===== config.mk =====
export PLATFORM = sky130hd
export DESIGN_NAME = pixel_frame_sequencer_flat
export DESIGN_NICKNAME = d
export VERILOG_FILES = /design/src/rtl/pixel_frame_sequencer_if.sv /design/src/rtl/pixel_frame_sequencer.sv /design/src/flat_wrapper.sv
export SDC_FILE = /design/constraint.sdc
export NUM_CORES = 1
export LEC_CHECK = 0
export BUFFER_PORTS_ARGS = -buffer_cell sky130_fd_sc_hd__buf_4
export CAP_MARGIN = 20
export CORE_UTILIZATION = 40
export DETAILED_ROUTE_END_ITERATION = 10
export GPL_TIMING_DRIVEN = 1
export PLACE_DENSITY = 0.66
export REMOVE_ABC_BUFFERS = 1
export SLEW_MARGIN = 20
export SYNTH_ARGS = -nofsm -noshare
export SYNTH_HDL_FRONTEND = slang
export SYNTH_SLANG_ARGS = --single-unit

===== constraint.sdc =====
create_clock -name clk -period 2.2 [get_ports clk]
set_input_delay 0.33 -clock clk [delete_from_list [all_inputs] [get_ports clk]]
set_output_delay 0.33 -clock clk [all_outputs]
set_load 0.1 [all_outputs]

===== src/rtl/pixel_frame_sequencer_if.sv =====
// Job-control, frame-memory and pixel-datapath signals seen by the frame sequencer.
// master: the sequencer; slave: job control, frame RAM and pixel datapath.
interface pixel_frame_sequencer_if #(
    parameter int unsigned ADDR_W = 16
) ();
    logic              start;
    logic              abort;
    logic [1:0]        cfg_select;
    logic [7:0]        cfg_value;
    logic [7:0]        cfg_threshold;
    logic [ADDR_W-1:0] cfg_base;
    logic [ADDR_W:0]   cfg_len;

    logic              rd_en;
    logic [ADDR_W-1:0] rd_addr;
    logic [7:0]        rd_data;

    logic [7:0]        pix_in;
    logic [1:0]        pix_select;
    logic [7:0]        pix_value;
    logic [7:0]        pix_threshold;
    logic [7:0]        pix_out;

    logic              wr_en;
    logic [ADDR_W-1:0] wr_addr;
    logic [7:0]        wr_data;

    logic              busy;
    logic              done;
    logic              aborted;
    logic [ADDR_W:0]   pix_count;

    modport master (
        input  start, abort, cfg_select, cfg_value, cfg_threshold, cfg_base, cfg_len,
        input  rd_data, pix_out,
        output rd_en, rd_addr, pix_in, pix_select, pix_value, pix_threshold,
        output wr_en, wr_addr, wr_data, busy, done, aborted, pix_count
    );

    modport slave (
        output start, abort, cfg_select, cfg_value, cfg_threshold, cfg_base, cfg_len,
        output rd_data, pix_out,
        input  rd_en, rd_addr, pix_in, pix_select, pix_value, pix_threshold,
        input  wr_en, wr_addr, wr_data, busy, done, aborted, pix_count
    );
endinterface


===== src/rtl/pixel_frame_sequencer.sv =====
// Walks a frame-memory region one pixel per clock: read, pass through the
// two-cycle pixel datapath, write back to the same address.
module pixel_frame_sequencer #(
    parameter int unsigned ADDR_W = 16
) (
    input  logic                    clk,
    input  logic                    rst_n,
    pixel_frame_sequencer_if.master bus
);
    localparam int unsigned LEN_W = ADDR_W + 1;

    typedef enum logic [1:0] {
        S_IDLE  = 2'd0,
        S_RUN   = 2'd1,
        S_DRAIN = 2'd2,
        S_DONE  = 2'd3
    } state_t;

    state_t            state_q, state_d;
    logic              start_ok, rd_fire;
    logic [ADDR_W-1:0] rd_addr_q, s1_addr_q, s2_addr_q;
    logic              s1_vld_q, s2_vld_q;
    logic [LEN_W-1:0]  remain_q, count_q;
    logic              aborted_q, busy_q, done_q;
    logic [1:0]        sel_q;
    logic [7:0]        val_q, thr_q;

    always_ff @(posedge clk) begin
        if (!rst_n) state_q <= S_IDLE;
        else        state_q <= state_d;
    end

    // Abort masks the read in the very cycle it is seen, so rd_fire is not registered.
    always_comb begin
        state_d  = state_q;
        start_ok = 1'b0;
        rd_fire  = 1'b0;
        unique case (state_q)
            S_IDLE: begin
                if (bus.start) begin
                    start_ok = 1'b1;
                    state_d  = (bus.cfg_len == '0) ? S_DONE : S_RUN;
                end
            end
            S_RUN: begin
                if (bus.abort) begin
                    state_d = S_DRAIN;
                end else begin
                    rd_fire = 1'b1;
                    if (remain_q == LEN_W'(1)) state_d = S_DRAIN;
                end
            end
            // Stage 1 empty means stage 2 empties at this edge.
            S_DRAIN: if (!s1_vld_q) state_d = S_DONE;
            S_DONE:  state_d = S_IDLE;
            default: state_d = S_IDLE;
        endcase
    end

    always_ff @(posedge clk) begin
        if (!rst_n) begin
            rd_addr_q <= '0;
            s1_addr_q <= '0;
            s2_addr_q <= '0;
            s1_vld_q  <= 1'b0;
            s2_vld_q  <= 1'b0;
            remain_q  <= '0;
            count_q   <= '0;
            aborted_q <= 1'b0;
            busy_q    <= 1'b0;
            done_q    <= 1'b0;
            sel_q     <= '0;
            val_q     <= '0;
            thr_q     <= '0;
        end else begin
            busy_q    <= (state_d != S_IDLE);
            done_q    <= (state_d == S_DONE);
            s1_vld_q  <= rd_fire;
            s1_addr_q <= rd_addr_q;
            s2_vld_q  <= s1_vld_q;
            s2_addr_q <= s1_addr_q;
            if (start_ok) begin
                sel_q     <= bus.cfg_select;
                val_q     <= bus.cfg_value;
                thr_q     <= bus.cfg_threshold;
                rd_addr_q <= bus.cfg_base;
                remain_q  <= bus.cfg_len;
                count_q   <= '0;
                aborted_q <= 1'b0;
            end else begin
                if (rd_fire) begin
                    rd_addr_q <= rd_addr_q + ADDR_W'(1);
                    remain_q  <= remain_q - LEN_W'(1);
                end
                if (state_q == S_RUN && bus.abort) aborted_q <= 1'b1;
                if (s2_vld_q) count_q <= count_q + LEN_W'(1);
            end
        end
    end

    assign bus.rd_en         = rd_fire;
    assign bus.rd_addr       = rd_addr_q;
    assign bus.pix_in        = bus.rd_data;
    assign bus.pix_select    = sel_q;
    assign bus.pix_value     = val_q;
    assign bus.pix_threshold = thr_q;
    assign bus.wr_en         = s2_vld_q;
    assign bus.wr_addr       = s2_addr_q;
    assign bus.wr_data       = bus.pix_out;
    assign bus.busy          = busy_q;
    assign bus.done          = done_q;
    assign bus.aborted       = aborted_q;
    assign bus.pix_count     = count_q;
endmodule


===== src/flat_wrapper.sv =====
// flat-port wrapper written by rule: the top's interface ports become plain ports
module pixel_frame_sequencer_flat 
#(
    parameter int unsigned ADDR_W = 16
)
  (clk, rst_n, bus_start, bus_abort, bus_cfg_select, bus_cfg_value, bus_cfg_threshold, bus_cfg_base, bus_cfg_len, bus_rd_data, bus_pix_out, bus_rd_en, bus_rd_addr, bus_pix_in, bus_pix_select, bus_pix_value, bus_pix_threshold, bus_wr_en, bus_wr_addr, bus_wr_data, bus_busy, bus_done, bus_aborted, bus_pix_count);
  pixel_frame_sequencer_if #(.ADDR_W(ADDR_W)) bus_i ();
  input  logic clk;
  input  logic rst_n;
  input wire logic [$bits(bus_i.start)-1:0] bus_start;
  input wire logic [$bits(bus_i.abort)-1:0] bus_abort;
  input wire logic [$bits(bus_i.cfg_select)-1:0] bus_cfg_select;
  input wire logic [$bits(bus_i.cfg_value)-1:0] bus_cfg_value;
  input wire logic [$bits(bus_i.cfg_threshold)-1:0] bus_cfg_threshold;
  input wire logic [$bits(bus_i.cfg_base)-1:0] bus_cfg_base;
  input wire logic [$bits(bus_i.cfg_len)-1:0] bus_cfg_len;
  input wire logic [$bits(bus_i.rd_data)-1:0] bus_rd_data;
  input wire logic [$bits(bus_i.pix_out)-1:0] bus_pix_out;
  output wire logic [$bits(bus_i.rd_en)-1:0] bus_rd_en;
  output wire logic [$bits(bus_i.rd_addr)-1:0] bus_rd_addr;
  output wire logic [$bits(bus_i.pix_in)-1:0] bus_pix_in;
  output wire logic [$bits(bus_i.pix_select)-1:0] bus_pix_select;
  output wire logic [$bits(bus_i.pix_value)-1:0] bus_pix_value;
  output wire logic [$bits(bus_i.pix_threshold)-1:0] bus_pix_threshold;
  output wire logic [$bits(bus_i.wr_en)-1:0] bus_wr_en;
  output wire logic [$bits(bus_i.wr_addr)-1:0] bus_wr_addr;
  output wire logic [$bits(bus_i.wr_data)-1:0] bus_wr_data;
  output wire logic [$bits(bus_i.busy)-1:0] bus_busy;
  output wire logic [$bits(bus_i.done)-1:0] bus_done;
  output wire logic [$bits(bus_i.aborted)-1:0] bus_aborted;
  output wire logic [$bits(bus_i.pix_count)-1:0] bus_pix_count;
  assign bus_i.start = bus_start;
  assign bus_i.abort = bus_abort;
  assign bus_i.cfg_select = bus_cfg_select;
  assign bus_i.cfg_value = bus_cfg_value;
  assign bus_i.cfg_threshold = bus_cfg_threshold;
  assign bus_i.cfg_base = bus_cfg_base;
  assign bus_i.cfg_len = bus_cfg_len;
  assign bus_i.rd_data = bus_rd_data;
  assign bus_i.pix_out = bus_pix_out;
  assign bus_rd_en = bus_i.rd_en;
  assign bus_rd_addr = bus_i.rd_addr;
  assign bus_pix_in = bus_i.pix_in;
  assign bus_pix_select = bus_i.pix_select;
  assign bus_pix_value = bus_i.pix_value;
  assign bus_pix_threshold = bus_i.pix_threshold;
  assign bus_wr_en = bus_i.wr_en;
  assign bus_wr_addr = bus_i.wr_addr;
  assign bus_wr_data = bus_i.wr_data;
  assign bus_busy = bus_i.busy;
  assign bus_done = bus_i.done;
  assign bus_aborted = bus_i.aborted;
  assign bus_pix_count = bus_i.pix_count;
  pixel_frame_sequencer #(.ADDR_W(ADDR_W)) u_core (.clk(clk), .rst_n(rst_n), .bus(bus_i));
endmodule

### Word level (Yosys, flattened, before mapping)

Index checks and enable logic that the tools add are counted.

| word-level totals | value |
|---|---|
| output and inout port bits | 88 |
| flip-flop bits (word level) | 107 |
| bits of input ports | 71 |

| operators by class | value |
|---|---|
| eq/ne operators | 5 |
| multiplexer cells | 14 |
| bitwise logic cells | 1 |
| add/subtract/negate cells | 3 |
| reductions and logical operators | 6 |

Operators with widths:

| cell | number |
|---|---|
| $mux W17 | 2 |
| $mux W16 | 2 |
| $add A17 B1 Y17 const B | 1 |
| $eq A17 B1 Y1 const B | 1 |
| $logic_not A17 Y1 | 1 |
| $sub A17 B1 Y17 const B | 1 |
| $add A16 B1 Y16 const B | 1 |
| $mux W2 | 5 |
| $pmux W2 S4 | 1 |
| $eq A2 B2 Y1 const B | 3 |
| $mux W1 | 4 |
| $reduce_bool A2 Y1 | 2 |
| $eq A2 B1 Y1 const B | 1 |
| $logic_not A2 Y1 | 1 |
| $reduce_or A2 Y1 | 1 |
| $logic_and A1 B1 Y1 | 1 |
| $not A1 Y1 | 1 |

### Logic depth before layout (Yosys ltp)

Gate-level depths: netlist of run 1.

| depth | value |
|---|---|
| depth in word-level cells | 5 |
| mapped depth | 7 |
| depth with buffers taken out | 6 |

### Worst setup path before layout of run 1

No wires, ideal clock.

| path | value |
|---|---|
| kind | register to register |
| start point | register u_core.count_q[0] (netlist: u_core.bus.pix_count[0]) |
| end point | register u_core.count_q[14] (netlist: u_core.bus.pix_count[14]) |
| buffers on the path | 0 |
| required time | 2079 ps |
| setup slack | -319 ps |
| period minus slack after synthesis | 2519 ps |
| arrival | 2398 ps |
| stages on the path, launching flop included | 6 |
| cells stage by stage | dfxtp_1 > ha_1 > nand4_1 > nor4_1 > nand3_1 > mux2_2 |

| on the way | value |
|---|---|
| word-level cells in the longest chain between the ends | 1 |

Ends and longest elaborated chain:

| item | line | RTL |
|---|---|---|
| start, declared | pixel_frame_sequencer.sv:23 | `logic [LEN_W-1:0] remain_q, count_q;` |
| start signal, assigned | pixel_frame_sequencer.sv:96 | `if (s2_vld_q) count_q <= count_q + LEN_W'(1);` |
| $add A17 B1 Y17 | pixel_frame_sequencer.sv:96 |  |

Every way passes these cells.
A chain may end at the register's enable or synchronous reset.

### Worst setup path in the final report of run 1

| path | value |
|---|---|
| start point | register u_core.state_q[0] |
| end point | output bus_rd_en |

| on the way | value |
|---|---|
| word-level cells in the longest chain between the ends | 2 |

Ends and longest elaborated chain:

| item | line | RTL |
|---|---|---|
| start, declared | pixel_frame_sequencer.sv:19 | `state_t state_q, state_d;` |
| start signal, assigned | pixel_frame_sequencer.sv:30 | `else state_q <= state_d;` |
| $eq A2 B1 Y1 | pixel_frame_sequencer.sv:38 | `unique case (state_q)` |
| $mux W1 | pixel_frame_sequencer.sv:38 |  |
| end, declared | flat_wrapper.sv:19 | `output wire logic [$bits(bus_i.rd_en)-1:0] bus_rd_en;` |

Every way passes these cells.

==> metrics.txt, run 1 <==
worst setup path category flip-flop to output port; CP bufs+invs 2; area added between synthesis and finish 28.9%; initial core utilization about two fifths; Min-Delay Path Class input pin to flip-flop; Die Span X roughly 110 um; R2R Path Start u_core.state_q[0]$_SDFF_PN0_; placer congestion estimate roughly 0.84; crit start category flip-flop; fraction of registers with async set/reset 0%; largest stage delay on the critical path between 400 and 500 ps; DRT Wirelength between 10,000 and 15,000 um; number of enable flip-flop cells after synthesis 0; Antenna Cells 0; Wirelength per Cell between 15 and 20 um; CP max-delay cell dfxtp_1; via count ~4,200; Vias/cell 5.48; clock latency on the worst-skew pair about 340 ps; post-place setup slack approximately 200 ps; grt total ovfl 0; post-layout min period about 2000 ps; Synth Cell Area about 0.0045 mm^2; RSZ-0062 raised after global routing false; post-layout power 0.00495 W; Final period util 92.8%; Placed Area ~0.0055 mm^2; Num CTS Buffers 9; port bufs around 130; Initial DRT Pass Iterations 5; Max VDD drop 0.000493 V; worst slew pin tran approximately 570 ps; design area between 0.005 and 0.006 mm^2; Final WS setup 158 ps; Nets between 600 and 700; Post-DP HPWL 8310 um; count of state elements after synthesis approximately 110; row count 38; Worst slew margin 61.9%; Top FF cell, synth dfxtp_1; most common cell in the netlist dfxtp_1; Synth Instances 515; GRT Overall Usage between 20% and 30%; clock sink total 107; clock root cell clkbuf_16; Final ANT Viol Nets 0; Worst setup EP type output port; status completed; DRC violation count after routing 0; core region area roughly 0.011 mm^2; antenna violations before repair 0; footprint of the multi-input gates roughly 0.0021 mm^2; largest net degree at the start of global routing 47; Hold Path Origin bus_cfg_base[12]; post-route insts no fill roughly 770; Setup crit start u_core.state_q[0]$_SDFF_PN0_; number of global-route vias before repair 3,964; die span in y about 110 um; final setup violation count 0; crit-path leading delay family buffers and inverters; Commonest cells post-synth dfxtp_1, nand2_1, a21oi_1; Leak around 2.4 nW; worst path arrival time 1710 ps; register area share after synthesis 47.2%; H-tree depth 3; Iteration-0 DRC Markers ~240; Worst Path Required ~1900 ps; Synth top area share a little under half; share of layout cells above drive strength 1 a little over a quarter; area leader, netlist dfxtp_1; final slew viol count 0; placed instance count 750; first-pass GRT wire length approximately 19,000 um; clk_skew roughly 12 ps; clock slew at reported path FFs approximately 80 ps; num ports 159; power per cell area ~850 mW/mm^2; syn_area_per_cell 8.81 um^2; Final Hold Viols 0; Worst Path Max Fanout 14; Die ar. roughly 0.012 mm^2; fill count roughly 1,100; storage element area about 0.0021 mm^2; Synth area leaders dfxtp_1, nand2_1, and2_1; final core utilization 53.4%; Clock Path Buffers 2; YS warnings 0; Cell variety after synth 58; Max Fclk between 0.4 and 0.5 GHz; CTS tree built; CP Cell Sequence or3b_1, clkinv_2, buf_4; max cap viols 0
==> per-layer routing <==
metal / up-vias / routed length, um / GRT usage [%]
met5: - / 0 / 0
met3: 10 / 869 / 6.15
met1: 1970 / 5020 / 24.9
met2: 171 / 5680 / 33.5
li1: 2047 / - / -
met4: 0 / 123 / 5.98
==> worst reg2reg max path, delay by kind of cell, from the launching register on <==
kind	cells	cell delay, ps
and+or+nand+nor	2	930
AOI/OAI and AO/OA	1	260
buffers and inverters	1	230
DFF	1	410
==> registers in the layout (all words and copies together) (netlist names) <==
name / flops
u_core.bus.done: 1
u_core.bus.rd_addr: 16
u_core.bus.pix_value: 8
u_core.bus.wr_addr: 16
u_core.bus.busy: 1
u_core.s1_addr_q: 16
u_core.s1_vld_q: 1
u_core.bus.pix_select: 2
u_core.bus.pix_count: 17
u_core.bus.aborted: 1
u_core.bus.pix_threshold: 8
u_core.state_q: 2
u_core.remain_q: 17
u_core.bus.wr_en: 1
==> stage by stage <==
step / hold slack [ps] / TNS (ps)
6_report: 213 / 0
5_1_grt: 219 / 0
4_1_cts: 196 / 0
3_5_place_dp: 418 / 0
3_3_place_gp: 414 / 0
2_1_floorplan: 412 / -47300
==> kinds of logic (layout without fill, tap and decap cells) <==
logic type | count (synthesis) | after routing | share of synthesized area [%]
AND/OR/NAND/NOR | 215 | 215 | 25.5
AO/OA/AOI/OAI | 114 | 114 | 16.0
flip-flops | 107 | 107 | 47.2
buffers and inverters | 55 | 166 | 6.12
XOR/XNOR | 17 | 17 | 3.28
adder cells (fa/ha/maj) | 4 | 4 | 1.10
multiplexers | 3 | 3 | 0.690
==> where the power goes <==
group	internal, W	switching (W)
clock	0.000824	0.000816
sequential	0.00205	0.000115
combinational	0.000325	0.000814
total	0.00320	0.00175
==> worst paths after layout <==
kind                            slack [ps]                                  end  cells past startpoint
worst max-delay path                   160                            bus_rd_en                      3
worst min-delay path                   210  u_core.bus.rd_addr[12]$_SDFFE_PN0P_                      3
worst max register to register         290   u_core.bus.rd_addr[9]$_SDFFE_PN0P_                      4
worst min register to register         430     u_core.bus.wr_addr[3]$_SDFF_PN0_                      1
==> layout by cell type, fill, tap and decap left out, types with 3 or more instances in the layout <==
cell type	n
a21oi_1	42
a221oi_1	3
a22oi_1	10
a311oi_1	3
a31oi_1	10
and2_1	34
and3_1	6
and4_1	4
buf_4	140
clkbuf_16	9
dfxtp_1	107
ha_1	4
inv_1	9
inv_6	3
nand2_1	60
nand3_1	12
nand4_1	18
nor2_1	32
nor3_1	6
nor4_1	12
o211ai_1	4
o21ai_0	17
o311ai_0	5
o31a_1	3
or3_1	8
or4_1	5
xnor2_1	7
xor2_1	10
==> repair_timing <==
item                                    4_1_cts  5_1_grt
setup buffers                                 0        0
endpoints found under the hold margin         0        0
resized for setup                             0        1
endpoints found under the setup margin        0        1
hold buffers                                  0        0
==> final cells by class <==
type / count / area share, %
Multi-Input combinational cell: 353 / 36.4
Sequential cell: 107 / 36.7
Clock buffer: 9 / 3.85
Inverter: 10 / 0.664
Tap cell: 140 / 3.00
Timing Repair Buffer: 140 / 18.0
Clock inverter: 7 / 1.48
No activity file was read; power rests on OpenSTA's default activity.
==> inputs of run 2 (changes only) <==
--- a/config.mk
+++ b/config.mk
@@ -8,9 +8,10 @@
 export BUFFER_PORTS_ARGS = -buffer_cell sky130_fd_sc_hd__buf_4
 export CAP_MARGIN = 20
 export CORE_UTILIZATION = 40
+export CTS_BUF_LIST = sky130_fd_sc_hd__clkbuf_8
 export DETAILED_ROUTE_END_ITERATION = 10
 export GPL_TIMING_DRIVEN = 1
-export PLACE_DENSITY = 0.66
+export PLACE_DENSITY_LB_ADDON = 0.15
 export REMOVE_ABC_BUFFERS = 1
 export SLEW_MARGIN = 20
 export SYNTH_ARGS = -nofsm -noshare
==> constraint.sdc (replaced) <==
create_clock -name clk -period 1.84 [get_ports clk]
set_input_delay 0.276 -clock clk [delete_from_list [all_inputs] [get_ports clk]]
set_output_delay 0.276 -clock clk [all_outputs]
set_load 0.1 [all_outputs]
==> metrics.txt, run 2 (synthesized netlist as in run 1, its figures left out) <==
commonest non-fill, non-tap cells in the layout buf_4, dfxtp_1, nand2_1; final slew viol count 0; Comb pwr share a little over a quarter; Final period util 96.5%; port bufs around 130; most common cell after layout, fill and taps aside buf_4; Final ANT Viol Nets 0; via count between 4,000 and 5,000; worst slew pin tran between 400 and 500 ps; share of layout cells above drive strength 1 between 30% and 40%; Hold Path End u_core.bus.rd_addr[12]$_SDFFE_PN0P_; Num CTS Buffers 9; core region area between 0.01 and 0.015 mm^2; power per cell area ~910 mW/mm^2; antenna violations before repair 0; fill count about 1,100; Final WS setup 65.0 ps; worst path arrival time about 2100 ps; placed instance count approximately 770; clock latency on the worst-skew pair 370 ps; clock root cell clkbuf_8; initial core utilization 41.5%; Hold Path Origin bus_cfg_base[12]; Min-Delay Path Depth 3; post-layout power about 0.0054 W; Placed Area around 0.0057 mm^2; storage element area approximately 0.0021 mm^2; clk_skew between 10 and 15 ps; DRC violation count after routing 0; Max Fclk between 0.5 and 0.6 GHz; footprint of the multi-input gates about 0.0021 mm^2; worst r2r path cells 5; first-pass GRT wire length about 19,000 um; Die Span X roughly 110 um; final setup violation count 0; Leak between 2 and 2.5 nW; grt total ovfl 0; max cap viols 0; Post-DP HPWL just under 9000 um; CTS tree built; TNS Setup 0 ps; H-tree depth 3; Wirelength per Cell between 15 and 20 um; Initial DRT Pass Iterations 5; clock sink total 107; status completed; die span in y 108 um; Worst Path Required roughly 2100 ps; Antenna Cells 0; Vias/cell between 5 and 6; worst setup path category flip-flop to flip-flop; Clock Path Buffers 2; post-place setup slack -188 ps; placer congestion estimate 0.848; Nets approximately 700; Min-Delay Path Class input pin to flip-flop; Clk network pwr share between 20% and 30%; crit start category flip-flop; Final Hold Viols 0; area added between synthesis and finish 31.3%; Worst R2R End u_core.remain_q[15]$_SDFFE_PN0P_; clock slew at reported path FFs 100 ps; Reg2Reg Setup Slack around 65 ps; Max VDD drop 0.000483 V; NetSw ~0.0019 W; num ports 159; GRT Overall Usage between 20% and 30%; DRT Wirelength approximately 12,000 um; Worst slew margin 67.7%; RSZ-0062 raised after global routing true; Iteration-0 DRC Markers about 230; R2R Path Start u_core.state_q[1]$_SDFF_PN0_; post-route insts no fill 787; row count 38; largest net degree at the start of global routing between 40 and 50; post-layout min period roughly 1800 ps; Die ar. 0.0118 mm^2; Worst Path Max Fanout 15; sequential power share a little under half; Worst setup EP type flip-flop; Switching Share between 30% and 40%; number of global-route vias before repair 3,970; design area about 0.0060 mm^2; Power Internal approximately 0.0035 W
-- run 2: cell count changes in the layout (fill, tap and decap cells not counted), sizes merged --
cell      delta
clkbuf       +2
clkinv       -2
buf         +21
clkinvlp     +3
inv          -3
-- run 2: worst max path at each step --
stage	slack, ps	cells past startpoint	endpoint	startpoint
CTS	20	4	bus_rd_en	u_core.state_q[1]$_SDFF_PN0_
finish	60	5	u_core.remain_q[15]$_SDFFE_PN0P_	u_core.state_q[1]$_SDFF_PN0_
global placement	-100	6	u_core.remain_q[5]$_SDFFE_PN0P_	bus_abort
floorplan	-1850	4	u_core.bus.rd_addr[2]$_SDFFE_PN0P_	u_core.state_q[0]$_SDFF_PN0_
global route	-0.3	5	u_core.remain_q[15]$_SDFFE_PN0P_	u_core.state_q[0]$_SDFF_PN0_
detailed placement	-190	5	u_core.remain_q[4]$_SDFFE_PN0P_	u_core.state_q[1]$_SDFF_PN0_
-- run 2: power by group through the flow --
stage	sequential (W)	combinational [W]	clock, W
2_1_floorplan	0.00317	0.000400	0
3_3_place_gp	0.00262	0.00141	0
3_5_place_dp	0.00263	0.00143	0
4_1_cts	0.00257	0.00144	0.00143
5_1_grt	0.00260	0.00154	0.00152
6_report	0.00258	0.00145	0.00139
-- run 2: through the flow --
step	hold WS, ps	util, %
floorplan	388	-
global placement	413	51.9
detailed placement	417	51.9
CTS	128	53.9
global route	129	54.4
finish	149	54.4
-- run 2: layer usage --
layer  GRT usage (%)  part of all wire (%)  routed length (um)  vias up
met4            6.27                   1.1                 129        0
li1                -                     -                   -     2095
met1            27.6                    46                5530     2007
met2            33.8                    46                5620      151
met5               0                     0                   0        -
met3            5.24                   7.2                 870       10
-- run 2: final cells by class --
cell class / count / area share [%]
multi-input combinational: 353 / 36.1
sequential: 107 / 36.0
timing repair buffer: 161 / 21.1
tap: 140 / 2.94
clock buffer: 11 / 2.54
inverter: 10 / 0.757
clock inverter: 5 / 0.609
-- run 2: what timing repair did --
action / in CTS / in global routing
hold buffers: 0 / 0
hold endpoints to repair: 0 / 0
buffers inserted: 1 / 2
gates resized for setup: 6 / 8
endpoints found under the setup margin: 22 / 21
pin swaps: 1 / 0
-- run 2: critical path, cell delays in order (launching register included) --
cell,delay (ps)
dfxtp_2,350
or3b_4,410
buf_4,180
buf_6,150
or4_1,480
a31oi_1,150
